[config.mk]
export PLATFORM = sky130hd
export DESIGN_NAME = raster_sample_feeder
export DESIGN_NICKNAME = d
export VERILOG_FILES = /design/src/rtl/raster_sample_feeder_pkg.sv /design/src/rtl/raster_sample_fifo.sv /design/src/rtl/raster_sample_feeder.sv
export SDC_FILE = /design/constraint.sdc
export NUM_CORES = 1
export LEC_CHECK = 0
export CORE_UTILIZATION = 25
export CTS_BUF_LIST = sky130_fd_sc_hd__clkbuf_4 sky130_fd_sc_hd__clkbuf_8 sky130_fd_sc_hd__clkbuf_16
export CTS_CLUSTER_DIAMETER = 30
export DETAILED_ROUTE_END_ITERATION = 8
export GPL_ROUTABILITY_DRIVEN = 0
export SLEW_MARGIN = 25
export SYNTH_ARGS = -nofsm -noshare
export SYNTH_HDL_FRONTEND = slang
export SYNTH_SLANG_ARGS = --single-unit
[constraint.sdc]
create_clock -name clk_i -period 10.4 [get_ports clk_i]
set_input_delay 1.04 -clock clk_i [delete_from_list [all_inputs] [get_ports clk_i]]
set_output_delay 1.04 -clock clk_i [all_outputs]
set_load 0.02 [all_outputs]
[src/rtl/raster_sample_feeder_pkg.sv]
// Shared raster write-path definitions: handshake state encoding and default sample width.
package raster_sample_feeder_pkg;

    localparam int unsigned RASTER_DAT_WID = 24;

    typedef enum logic [1:0] {
        StIdle    = 2'd0,
        StCommit  = 2'd1,
        StRelease = 2'd2
    } feeder_state_e;

endpackage

[src/rtl/raster_sample_fifo.sv]
// Synchronous sample FIFO: registered write, first-word-fall-through head, occupancy count.
module raster_sample_fifo #(
    parameter int unsigned DAT_WID   = 24,
    parameter int unsigned DEPTH_WID = 4
) (
    input  logic                 clk_i,
    input  logic                 rst_i,
    input  logic                 clear_i,
    input  logic                 push_i,
    input  logic [DAT_WID-1:0]   push_data_i,
    input  logic                 pop_i,
    output logic [DAT_WID-1:0]   head_o,
    output logic [DEPTH_WID:0]   fill_o
);

    localparam int unsigned Depth = 1 << DEPTH_WID;

    logic [DAT_WID-1:0]   mem_q [Depth];
    logic [DEPTH_WID-1:0] wr_ptr_q, wr_ptr_d;
    logic [DEPTH_WID-1:0] rd_ptr_q, rd_ptr_d;
    logic [DEPTH_WID:0]   fill_q, fill_d;

    // Callers only assert push when there is room (or a same-edge pop frees one).
    always_comb begin
        wr_ptr_d = wr_ptr_q;
        rd_ptr_d = rd_ptr_q;
        fill_d   = fill_q;
        if (clear_i) begin
            wr_ptr_d = '0;
            rd_ptr_d = '0;
            fill_d   = '0;
        end else begin
            if (push_i) wr_ptr_d = wr_ptr_q + DEPTH_WID'(1);
            if (pop_i)  rd_ptr_d = rd_ptr_q + DEPTH_WID'(1);
            unique case ({push_i, pop_i})
                2'b10:   fill_d = fill_q + (DEPTH_WID + 1)'(1);
                2'b01:   fill_d = fill_q - (DEPTH_WID + 1)'(1);
                default: fill_d = fill_q;
            endcase
        end
    end

    always_ff @(posedge clk_i or posedge rst_i) begin
        if (rst_i) begin
            wr_ptr_q <= '0;
            rd_ptr_q <= '0;
            fill_q   <= '0;
        end else begin
            wr_ptr_q <= wr_ptr_d;
            rd_ptr_q <= rd_ptr_d;
            fill_q   <= fill_d;
        end
    end

    always_ff @(posedge clk_i) begin
        if (push_i && !clear_i) mem_q[wr_ptr_q] <= push_data_i;
    end

    assign head_o = mem_q[rd_ptr_q];
    assign fill_o = fill_q;

endmodule

[src/rtl/raster_sample_feeder.sv]
// Buffers strobed raster samples and hands them one at a time to the RAM shim over a
// level commit/finished handshake, counting committed and dropped samples.
module raster_sample_feeder
    import raster_sample_feeder_pkg::*;
#(
    parameter int unsigned DAT_WID   = RASTER_DAT_WID,
    parameter int unsigned DEPTH_WID = 4,
    parameter int unsigned CNT_WID   = 16
) (
    input  logic                 clk_i,
    input  logic                 rst_i,
    input  logic [DAT_WID-1:0]   in_data_i,
    input  logic                 in_valid_i,
    input  logic                 clear_i,
    output logic [DAT_WID-1:0]   data_o,
    output logic                 commit_o,
    input  logic                 finished_i,
    output logic [DEPTH_WID:0]   fill_o,
    output logic [CNT_WID-1:0]   sample_cnt_o,
    output logic [CNT_WID-1:0]   overflow_cnt_o,
    output logic                 busy_o
);

    localparam logic [DEPTH_WID:0] FillFull = {1'b1, {DEPTH_WID{1'b0}}};

    feeder_state_e      state_q, state_d;
    logic               commit_q, commit_d;
    logic [DAT_WID-1:0] data_q, data_d;
    logic [CNT_WID-1:0] sample_cnt_q, sample_cnt_d;
    logic [CNT_WID-1:0] overflow_cnt_q, overflow_cnt_d;

    logic [DAT_WID-1:0]   head;
    logic [DEPTH_WID:0]   fill;
    logic                 full, pop, push, drop, done;

    assign full = (fill == FillFull);
    assign pop  = (state_q == StIdle) && (fill != '0) && !finished_i && !clear_i;
    // A pop on the same edge frees the slot, so a full FIFO still accepts the push.
    assign push = in_valid_i && !clear_i && (!full || pop);
    assign drop = in_valid_i && !clear_i && full && !pop;

    raster_sample_fifo #(
        .DAT_WID   (DAT_WID),
        .DEPTH_WID (DEPTH_WID)
    ) u_fifo (
        .clk_i       (clk_i),
        .rst_i       (rst_i),
        .clear_i     (clear_i),
        .push_i      (push),
        .push_data_i (in_data_i),
        .pop_i       (pop),
        .head_o      (head),
        .fill_o      (fill)
    );

    always_comb begin
        state_d  = state_q;
        commit_d = commit_q;
        data_d   = data_q;
        done     = 1'b0;
        unique case (state_q)
            StIdle: begin
                if (pop) begin
                    state_d  = StCommit;
                    commit_d = 1'b1;
                    data_d   = head;
                end
            end
            StCommit: begin
                if (finished_i) begin
                    state_d  = StRelease;
                    commit_d = 1'b0;
                    done     = 1'b1;
                end
            end
            StRelease: begin
                if (!finished_i) state_d = StIdle;
            end
            default: begin
                state_d  = StIdle;
                commit_d = 1'b0;
            end
        endcase
    end

    // An in-flight handshake still counts when it completes on the clearing edge.
    always_comb begin
        sample_cnt_d   = sample_cnt_q + CNT_WID'(done);
        overflow_cnt_d = overflow_cnt_q;
        if (drop && (overflow_cnt_q != '1)) overflow_cnt_d = overflow_cnt_q + CNT_WID'(1);
        if (clear_i) begin
            sample_cnt_d   = CNT_WID'(done);
            overflow_cnt_d = '0;
        end
    end

    always_ff @(posedge clk_i or posedge rst_i) begin
        if (rst_i) begin
            state_q        <= StIdle;
            commit_q       <= 1'b0;
            data_q         <= '0;
            sample_cnt_q   <= '0;
            overflow_cnt_q <= '0;
        end else begin
            state_q        <= state_d;
            commit_q       <= commit_d;
            data_q         <= data_d;
            sample_cnt_q   <= sample_cnt_d;
            overflow_cnt_q <= overflow_cnt_d;
        end
    end

    assign data_o         = data_q;
    assign commit_o       = commit_q;
    assign fill_o         = fill;
    assign sample_cnt_o   = sample_cnt_q;
    assign overflow_cnt_o = overflow_cnt_q;
    assign busy_o         = (state_q != StIdle) || (fill != '0);

endmodule

==> Word level (Yosys, flattened, before mapping) <==
Memory sizes are Yosys's and may differ from the RTL's. A register that Yosys moved wholly into a read port is not among the register bits.
Cells that the tools add are included.
{ "totals": {"out_inout_bits": 63, "wordCells": 69, "ramBits": 384, "memories": 1, "in_bits": 29, "regBits": 48} }
{ "mem_list": {"columns": ["memory", "depth", "width", "read_ports", "rd_clocked_by_memory_dff", "wr", "line_no", "rtl"], "rows": [
  ["u_fifo.mem_q", 16, 24, 1, 1, 1, "raster_sample_fifo.sv:18", "logic [DAT_WID-1:0] mem_q [Depth];"]
]} }
{ "op_classes": {"add_sub_neg": 6, "n_reduce_logical": 25, "muxes": 20, "n_eq_ne": 9, "bitwise": 1} }
{ "ops": {"columns": ["op", "count"], "rows": [
  ["$mux W16", 3],
  ["$add A16 B1 Y16", 1],
  ["$add A16 B1 Y16 const B", 1],
  ["$mux W4", 4],
  ["$ne A16 B16 Y1 const B", 1],
  ["$pmux W5 S2", 1],
  ["$logic_and A1 B1 Y1", 9],
  ["$add A4 B1 Y4 const B", 2],
  ["$reduce_bool A2 Y1", 4],
  ["$mux W1", 6],
  ["$mux W2", 3],
  ["$ne A2 B2 Y1 const B", 3],
  ["$pmux W2 S3", 1],
  ["$reduce_and A3 Y1", 2],
  ["$add A5 B1 Y5 const B", 1],
  ["$eq A5 B5 Y1 const B", 1],
  ["$mux W5", 1],
  ["$reduce_bool A5 Y1", 1],
  ["$sub A5 B1 Y5 const B", 1],
  ["$eq A2 B1 Y1 const B", 2],
  ["$eq A2 B2 Y1 const B", 2],
  ["$logic_not A1 Y1", 4],
  ["$pmux W1 S3", 1],
  ["$reduce_bool A3 Y1", 1],
  ["other kinds (4)", 5]
]} }

==> Depth between registers and ports, before layout <==
Gate-level depths: netlist (run 1).
{ "logic_depth": {"word_depth": 9, "ltp_mapped": 9, "depth_no_buf": 8} }

==> Cells and area by module <==
Synthesis (run 1) repeated with hierarchy kept, for this count alone.
{ "hier_totals": {"cells_unflattened": 983, "hier_area_um2": 18116.1} }
{ "by_module_without_submodules": {"columns": ["mod", "seq_area_each_um2", "area_per_inst_um2", "instances", "cells_each"], "rows": [
  ["raster_sample_fifo", 11856.4, 15303.4, 1, 692],
  ["raster_sample_feeder", 1476.4, 2812.7, 1, 291]
]} }

==> Worst setup path before layout (run 1) <==
OpenSTA, ideal clock, no wires.
{ "synth_path": {"path_kind": "input-to-reg", "from": "input finished_i", "to": "memory u_fifo.mem_q[7][0], enable pin", "setup_slack_ps": 6337, "path_buffers": 0, "t_arrival_ps": 3628, "required_time_ps": 9965, "setup_time_ps": 435, "path_stages": 4, "path_cell_list": "or3_1 a31oi_1 nand2_1 nor3_1"} }
{ "synth_between": {"elab_chain_len": 8} }
{ "synth_lines": {"columns": ["item", "line_no", "rtl"], "rows": [
  ["start: declaration", "raster_sample_feeder.sv:17", "input logic finished_i,"],
  ["$logic_not A1 Y1", null, null],
  ["$logic_and A1 B1 Y1 (2 in series)", "raster_sample_feeder.sv:37", "assign pop = (state_q == StIdle) && (fill != '0) && !finished_i && !clear_i;"],
  ["$logic_or A1 B1 Y1", "raster_sample_feeder.sv:39", "assign push = in_valid_i && !clear_i && (!full || pop);"],
  ["$logic_and A1 B1 Y1", "raster_sample_feeder.sv:39", null],
  ["$logic_and A1 B1 Y1", "raster_sample_fifo.sv:56", "if (push_i && !clear_i) mem_q[wr_ptr_q] <= push_data_i;"],
  ["$mux W1", "raster_sample_fifo.sv:56", null],
  ["$mux W1 (not written as such)", "raster_sample_fifo.sv:56", null],
  ["end: declaration", "raster_sample_fifo.sv:18", null]
]} }
No other way between the ends.

==> Worst setup path after layout (run 1) <==
{ "layout_path": {"from": "input finished_i", "to": "memory u_fifo.mem_q[14][15], enable pin"} }
Same word-level chain as after synthesis.

==> results of run 1 <==
## layer usage
| metal | up-vias | part of all wire [%] |
|---|---|---|
| li1 | 4117 | - |
| met1 | 4869 | 45 |
| met2 | 285 | 48 |
| met3 | 74 | 5.9 |
| met4 | 2 | 1.8 |
| met5 | - | 0.018 |
## worst register-to-register path, delay by kind of cell (launching register included)
family                 cells  cell delay [ps]
AND/OR/NAND/NOR            3             1500
flip-flops                 1              440
buffers and inverters      1              420
AO/OA/AOI/OAI              1              790
## Yosys cell counts, types with 4 or more instances
cell / number / share of area, %
xor2_1: 10 / 0.49
and2_1: 12 / 0.42
mux4_2: 96 / 12
edfxtp_1: 384 / 64
nor4_1: 9 / 0.31
a21oi_1: 10 / 0.28
dfrtp_1: 72 / 10
inv_1: 12 / 0.25
or3_1: 9 / 0.31
nand4_1: 12 / 0.42
nand2_1: 53 / 1.1
buf_1: 9 / 0.19
nand3_1: 8 / 0.22
mux2i_1: 51 / 2.8
clkbuf_1: 31 / 0.65
ha_1: 10 / 0.70
o21ai_0: 15 / 0.42
xnor2_1: 20 / 0.98
nor2_1: 41 / 0.86
o221ai_1: 24 / 1.2
buf_2: 4 / 0.11
nor3_1: 13 / 0.36
## flip-flops by register name, indices dropped and copies added (netlist names)
| register | count |
|---|---|
| sample_cnt_o | 16 |
| overflow_cnt_o | 16 |
| u_fifo.wr_ptr_q | 4 |
| u_fifo.mem_q | 384 |
| u_fifo.rd_ptr_q | 4 |
| state_q | 2 |
| data_o | 24 |
| u_fifo.fill_o | 5 |
| commit_o | 1 |
## layout make-up
cell class / count / area [um^2] / area share [%]
flip-flops and latches: 456 / 13340 / 57.88
clock buffers: 105 / 2355 / 10.22
repair buffers: 114 / 1084 / 4.701
well taps: 940 / 1176 / 5.102
multi-input cells: 421 / 4417 / 19.16
diodes: 1 / 2.502 / 0.01086
clock inverters: 56 / 629.4 / 2.730
inverters: 12 / 46.29 / 0.2008
## through the flow
step | std cells | util [%]
finish | 2105 | 32.69
global route | 2104 | 32.69
CTS | 2104 | 32.69
detailed placement | 1943 | 28.45
global placement | 1943 | 28.44
floorplan | 936 | -
## power groups by stage
stage | sequential [W] | clock, W | combinational (W)
2_1_floorplan | 0.00221 | 0 | 0.000564
3_3_place_gp | 0.00222 | 0 | 0.000873
3_5_place_dp | 0.00222 | 0 | 0.000886
4_1_cts | 0.00219 | 0.00284 | 0.000889
5_1_grt | 0.00220 | 0.00292 | 0.000942
6_report | 0.00218 | 0.00279 | 0.000869
## cells by family after synthesis
family / after synthesis
AO/OA/AOI/OAI: 58
XOR/XNOR: 30
adder cells (fa/ha/maj): 10
buffers and inverters: 59
flip-flops: 456
multiplexers: 150
AND/OR/NAND/NOR: 173
## final timing paths
kind / startpoint / endpoint / slack [ps] / depth (start not counted)
max in group asynchronous: rst_i / u_fifo.rd_ptr_q[1] / 8470 / 3
worst max-delay path: finished_i / u_fifo.mem_q[14][15] / 6490 / 6
worst min-delay path: commit_o / commit_o / 480 / 2
worst min register to register: commit_o / commit_o / 480 / 2
worst max register to register: state_q[1] / u_fifo.mem_q[14][15] / 6930 / 5
min in group asynchronous: rst_i / data_o[19] / 810 / 2
==> summary.md, run 1 <==
| Metric | Value |
|---|---|
| Status | `complete, no violations` |
| Post-layout minimum cycle time | `3914 ps` |
| GR peak layer | `met2` |
| Design area | `23050 um^2` |
| Met1 GRT Util | `14.72%` |
| Final period util | `37.63%` |
| Initial Util | `25.42%` |
| Post-cts resize count | `0` |
| Kind of cell adding the most delay to the critical path | `simple AND/OR/NAND/NOR gates` |
| Grt ovf | `0` |
| Slew margin rel. | `31.65%` |
| Post-CTS Hold Fix Bufs | `0` |
| Minimum hold slack | `480.1 ps` |
| Post-synthesis mux area share | `15.10%` |
| Site row count | `97` |
| Worst hold path type | `reg2reg` |
| Clock sink total | `456` |
| Placed cell area | `20060 um^2` |
| CP endpoint kind | `register` |
| Worst Tran Pin Value | `1025 ps` |
| Clock Latency Late Sink | `620 ps` |
| Net Count, Synth | `975` |
| Design internal power | `0.004360 W` |
| First-pass GRT wire length | `60630 um` |
| Fill count | `6624` |
| Startpoint type of the worst setup path | `input pin` |
| Number of global-route vias before repair | `9685` |
| Primary FF master, synth | `edfxtp_1` |
| TritonCTS clock tree | `built` |
| Wirelength per Cell | `18.79 um` |
| Most frequent cells in the layout | `edfxtp_1, mux4_2, clkdlybuf4s50_1` |
| Total power | `0.005845 W` |
| Fin nets | `1131` |
| Clk pwr share | `47.8%` |
| GRT Total Usage | `10.92%` |
| Max Freq | `255.5 MHz` |
| Fin worst setup slack | `6486 ps` |
| Max Cap Violations | `0` |
| Synth-to-layout area growth | `28.58%` |
| Most common cell after layout, fill and taps aside | `edfxtp_1` |
| Slowest stage delay, CP | `790 ps` |
| Slew Limit Fails | `0` |
| XOR/XNOR Fraction of Synth Area | `1.466%` |
| RSZ-0062 raised after global routing | `no` |
| Worst-path cell chain | `clkdlybuf4s50_1, or3_1, a31oi_1, and3_1, and2_1, buf_4` |
| Post-Synth Simple-Gate Area | `4.774%` |
| Worst Skew | `42.90 ps` |
| PD cells | `253.6 nW/um^2` |
| CP Buf/Inv Count | `2` |
| Pleak | `7.495 nW` |
| Full die area | `72780 um^2` |
| Postcts setup bufs | `0` |
| Via count | `9347` |
| Synth Warn # | `0` |
| Synth Area in Compound Gates | `2.240%` |
| Final Hold Viols | `0` |
| Pre-CTS WS | `5968 ps` |
| Main combinational cell family by area after synthesis | `multiplexers` |
| Pre-Repair DR Iteration Count | `6` |
| Worst Path Arrival | `4190 ps` |
| Final wirelength | `39560 um` |
| Synthesized instance count | `936` |
| Largest net degree at the start of global routing | `61` |
| Required @ worst endpoint | `10680 ps` |
| Number of distinct library cells after synthesis | `44` |
| Async SR Flop Fraction | `15.79%` |
| Share of cells above drive strength 1 | `25.09%` |
| Met2 usage | `17.10%` |
| Crit-path slowest cell | `a31oi_1` |
| Register share of total power | `37.4%` |
| WS Path Type | `in2reg` |
| Worst VDD drop | `0.0001152 V` |
| Post-DP HPWL | `22770 um` |
| Max Fanout on Critical Path | `13` |
| Setup Viol. Count Final | `0` |
| H-tree depth | `3` |
| Sw frac | `25.41%` |
| Avg Cell Area, Syn | `19.15 um^2` |
| Routed Antenna Nets | `0` |
| M3 GR Usage | `3.067%` |
| DRT iter0 DRCs | `702` |
| Synth Cell Area | `17930 um^2` |
| IO Port Bufs | `91` |
| Longest Clk Path Bufs | `3` |
| Flops & latches, synth | `456` |
| DRC Markers | `0` |
| Register area share after synthesis | `74.37%` |
| Die H | `269.8 um` |
| Switch Pwr | `0.001485 W` |
| Post-synth EDFFs | `384` |
| Fraction of the mapped netlist area in adder cells | `0.6979%` |
| Vias/cell | `4.440` |
| Clk root buf | `clkbuf_16` |
| Initial antenna violation count | `2` |
| Combinational share of power | `14.9%` |
| Die X | `269.8 um` |
| Core area | `70510 um^2` |
| IO Count | `92` |
| Num CTS Buffers | `87` |
| Setup TNS | `0 ps` |
| Clk slew on worst S/H paths | `40 ps` |
Power figures use the tool's default switching activity.
==> inputs of run 2 (changes only) <==
- clock period: 10.4 -> 3.95 ns (I/O delays scaled with it)
==> run 2 against run 1 <==
Net effect:
- routed wire length up 3.3%
- setup slack got worse by 5700 ps
- final cell count grew 0.48%
- critical endpoint is now busy_o
- non-clock buffer count grew 16
- largest cell class unchanged
- flip-flop and latch count unchanged
- sequential share of layout area fell by 0.83 points
- total power grew to 2.7 times the previous value
==> summary.md, run 2 (synthesized netlist as in run 1, its figures left out) <==
| Metric | Value |
|---|---|
| Wirelength per Cell | `19.33 um (+2.9%)` |
| Share of cells above drive strength 1 | `25.81% (+0.72 points)` |
| Post-cts resize count | `0 (unchanged)` |
| RSZ-0062 raised after global routing | `no` |
| Worst hold path type | `in2async` |
| M3 GR Usage | `3.041% (-0.027 points)` |
| Largest net degree at the start of global routing | `46 (-25%)` |
| Flop2flop setup slack | `1160 ps (-5770 ps)` |
| Footprint of the multi-input gates | `4417 um^2 (unchanged)` |
| Startpoint type of the worst setup path | `register` |
| Longest Clk Path Bufs | `3 (unchanged)` |
| Pre-Repair DR Iteration Count | `7 (+1)` |
| Max reg flops | `384 (unchanged)` |
| Setup Viol. Count Final | `0 (unchanged)` |
| Core area | `70510 um^2 (unchanged)` |
| Max Cap Violations | `0 (unchanged)` |
| Worst Reg2Reg Path Length in Cells | `6 (+1)` |
| Post-layout minimum cycle time | `3158 ps` |
| IO Port Bufs | `91 (unchanged)` |
| Setup TNS | `0 ps (unchanged)` |
| TritonCTS clock tree | `built` |
| Sequential cell area | `13340 um^2 (unchanged)` |
| Met2 usage | `18.22% (+1.1 points)` |
| Final period util | `79.95%` |
| Design internal power | `0.01202 W (+180%)` |
| Initial Util | `25.42% (unchanged)` |
| Pleak | `7.658 nW (+2.2%)` |
| Worst Tran Pin Value | `932.6 ps (-92.73 ps)` |
| Fill count | `6613 (-0.17%)` |
| Top reg by flops | `u_fifo.mem_q` |
| Slew Limit Fails | `0 (unchanged)` |
| Die H | `269.8 um (unchanged)` |
| Max Fanout on Critical Path | `9 (-4)` |
| Switch Pwr | `0.003854 W (+160%)` |
| H-tree depth | `3 (unchanged)` |
| Initial antenna violation count | `2 (unchanged)` |
| DRC Markers | `0 (unchanged)` |
| WS Path Type | `reg2out` |
| IO Count | `92 (unchanged)` |
| Clk pwr share | `49.0% (+1.2 points)` |
| Reg2reg start | `state_q[1]` |
| Clock sink total | `456 (unchanged)` |
| Clk slew on worst S/H paths | `40 ps (about the same)` |
| Grt ovf | `0 (unchanged)` |
| Slew margin rel. | `37.83% (+6.2 points)` |
| Most frequent cells in the layout | `edfxtp_1, mux4_2, clkdlybuf4s50_1` |
| Clock Latency Late Sink | `600 ps (-20 ps)` |
| Fin nets | `1144 (+1.1%)` |
| Postcts setup bufs | `0 (unchanged)` |
| GR peak layer | `met2` |
| DRT iter0 DRCs | `700 (-0.28%)` |
| GRT Total Usage | `11.25% (+0.33 points)` |
| Synth-to-layout area growth | `30.45%` |
| Design area | `23390 um^2 (+1.5%)` |
| Post-DP HPWL | `24750 um (+8.7%)` |
| Crit-path slowest cell | `or4_4` |
| Most common cell after layout, fill and taps aside | `edfxtp_1` |
| Worst-path cell chain | `or4_4, or4_2, clkdlybuf4s50_1` |
| Met1 GRT Util | `14.60% (-0.12 points)` |
| Final wirelength | `40880 um (+3.3%)` |
| Worst Path Arrival | `2760 ps (-1430 ps)` |
| Max Freq | `316.6 MHz` |
| Routed Antenna Nets | `0 (unchanged)` |
| Placed cell area | `20260 um^2 (+0.97%)` |
| Full die area | `72780 um^2 (unchanged)` |
| Sw frac | `24.28% (-1.1 points)` |
| Vias/cell | `4.475 (+0.77%)` |
| First-pass GRT wire length | `61930 um (+2.1%)` |
| Register share of total power | `36.2% (-1.2 points)` |
| CP endpoint kind | `output pin` |
| Final Hold Viols | `0 (unchanged)` |
| Combinational share of power | `14.8% (about the same)` |
| Status | `complete, no violations` |
| Post-CTS Hold Fix Bufs | `0 (unchanged)` |
| Die X | `269.8 um (unchanged)` |
| Site row count | `97 (unchanged)` |
| Worst Skew | `18.58 ps (-24.32 ps)` |
| Slowest stage delay, CP | `580 ps (-210 ps)` |
| Num CTS Buffers | `84 (-3.4%)` |
| Clk root buf | `clkbuf_16` |
| Worst VDD drop | `0.0003325 V (+190%)` |
| Number of global-route vias before repair | `9840 (+1.6%)` |
| Reg2reg end | `u_fifo.mem_q[8][5]` |
| PD cells | `678.8 nW/um^2 (+170%)` |
| Via count | `9464 (+1.3%)` |
| Required @ worst endpoint | `3560 ps (-7120 ps)` |
## run 2: cell count changes in the layout (fill, tap and decap cells not counted), sizes merged
cell,delta
buf,+16
bufinv,+10
clkbuf,-6
clkinv,+2
clkinvlp,-3
inv,-9
## run 2: how the worst max path moves through the flow
| stage | start | endpoint | slack, ps | depth (start not counted) |
|---|---|---|---|---|
| after floorplan | state_q[1] | u_fifo.mem_q[7][0] | 450 | 4 |
| after global placement | finished_i | u_fifo.mem_q[11][8] | 840 | 7 |
| after detailed placement | clear_i | u_fifo.mem_q[11][13] | 780 | 8 |
| after CTS | u_fifo.fill_o[1] | busy_o | 760 | 3 |
| after global routing | u_fifo.fill_o[1] | busy_o | 700 | 3 |
| final | u_fifo.fill_o[1] | busy_o | 790 | 3 |
## run 2: layer usage
| metal | share of wire, % | vias up |
|---|---|---|
| li1 | - | 4138 |
| met1 | 43 | 4970 |
| met2 | 49 | 286 |
| met3 | 6.0 | 68 |
| met4 | 1.8 | 2 |
| met5 | 0.032 | - |
## run 2: layout make-up
type	instances	share of cell area (%)
diodes	1	0.01070
clock buffers	99	9.753
clock inverters	56	3.606
inverters	12	0.1980
multi-input cells	421	18.89
flip-flops and latches	456	57.05
well taps	940	5.029
repair buffers	130	5.468
## run 2: through the flow
stage	hold WS (ps)	total power, W	setup slack, ps	std cells	utilization, %
floorplan	493.9	0.007311	445.5	936	-
global placement	467.0	0.008208	842.2	1959	28.72
detailed placement	477.0	0.008249	781.8	1959	28.73
CTS	201.6	0.01609	758.8	2114	33.16
global route	239.3	0.01648	699.2	2114	33.16
finish	201.2	0.01587	791.9	2115	33.17
## run 2: critical path: cells and delay by family (launching register included)
kind,cells,cell delay [ps]
DFF,1,480
buffers and inverters,1,560
and+or+nand+nor,2,1140
## run 2: power by group through the flow
stage	sequential, W	clock (W)	combinational (W)
2_1_floorplan	0.00583	0	0.00148
3_3_place_gp	0.00583	0	0.00238
3_5_place_dp	0.00584	0	0.00241
4_1_cts	0.00576	0.00792	0.00242
5_1_grt	0.00579	0.00815	0.00255
6_report	0.00574	0.00778	0.00235
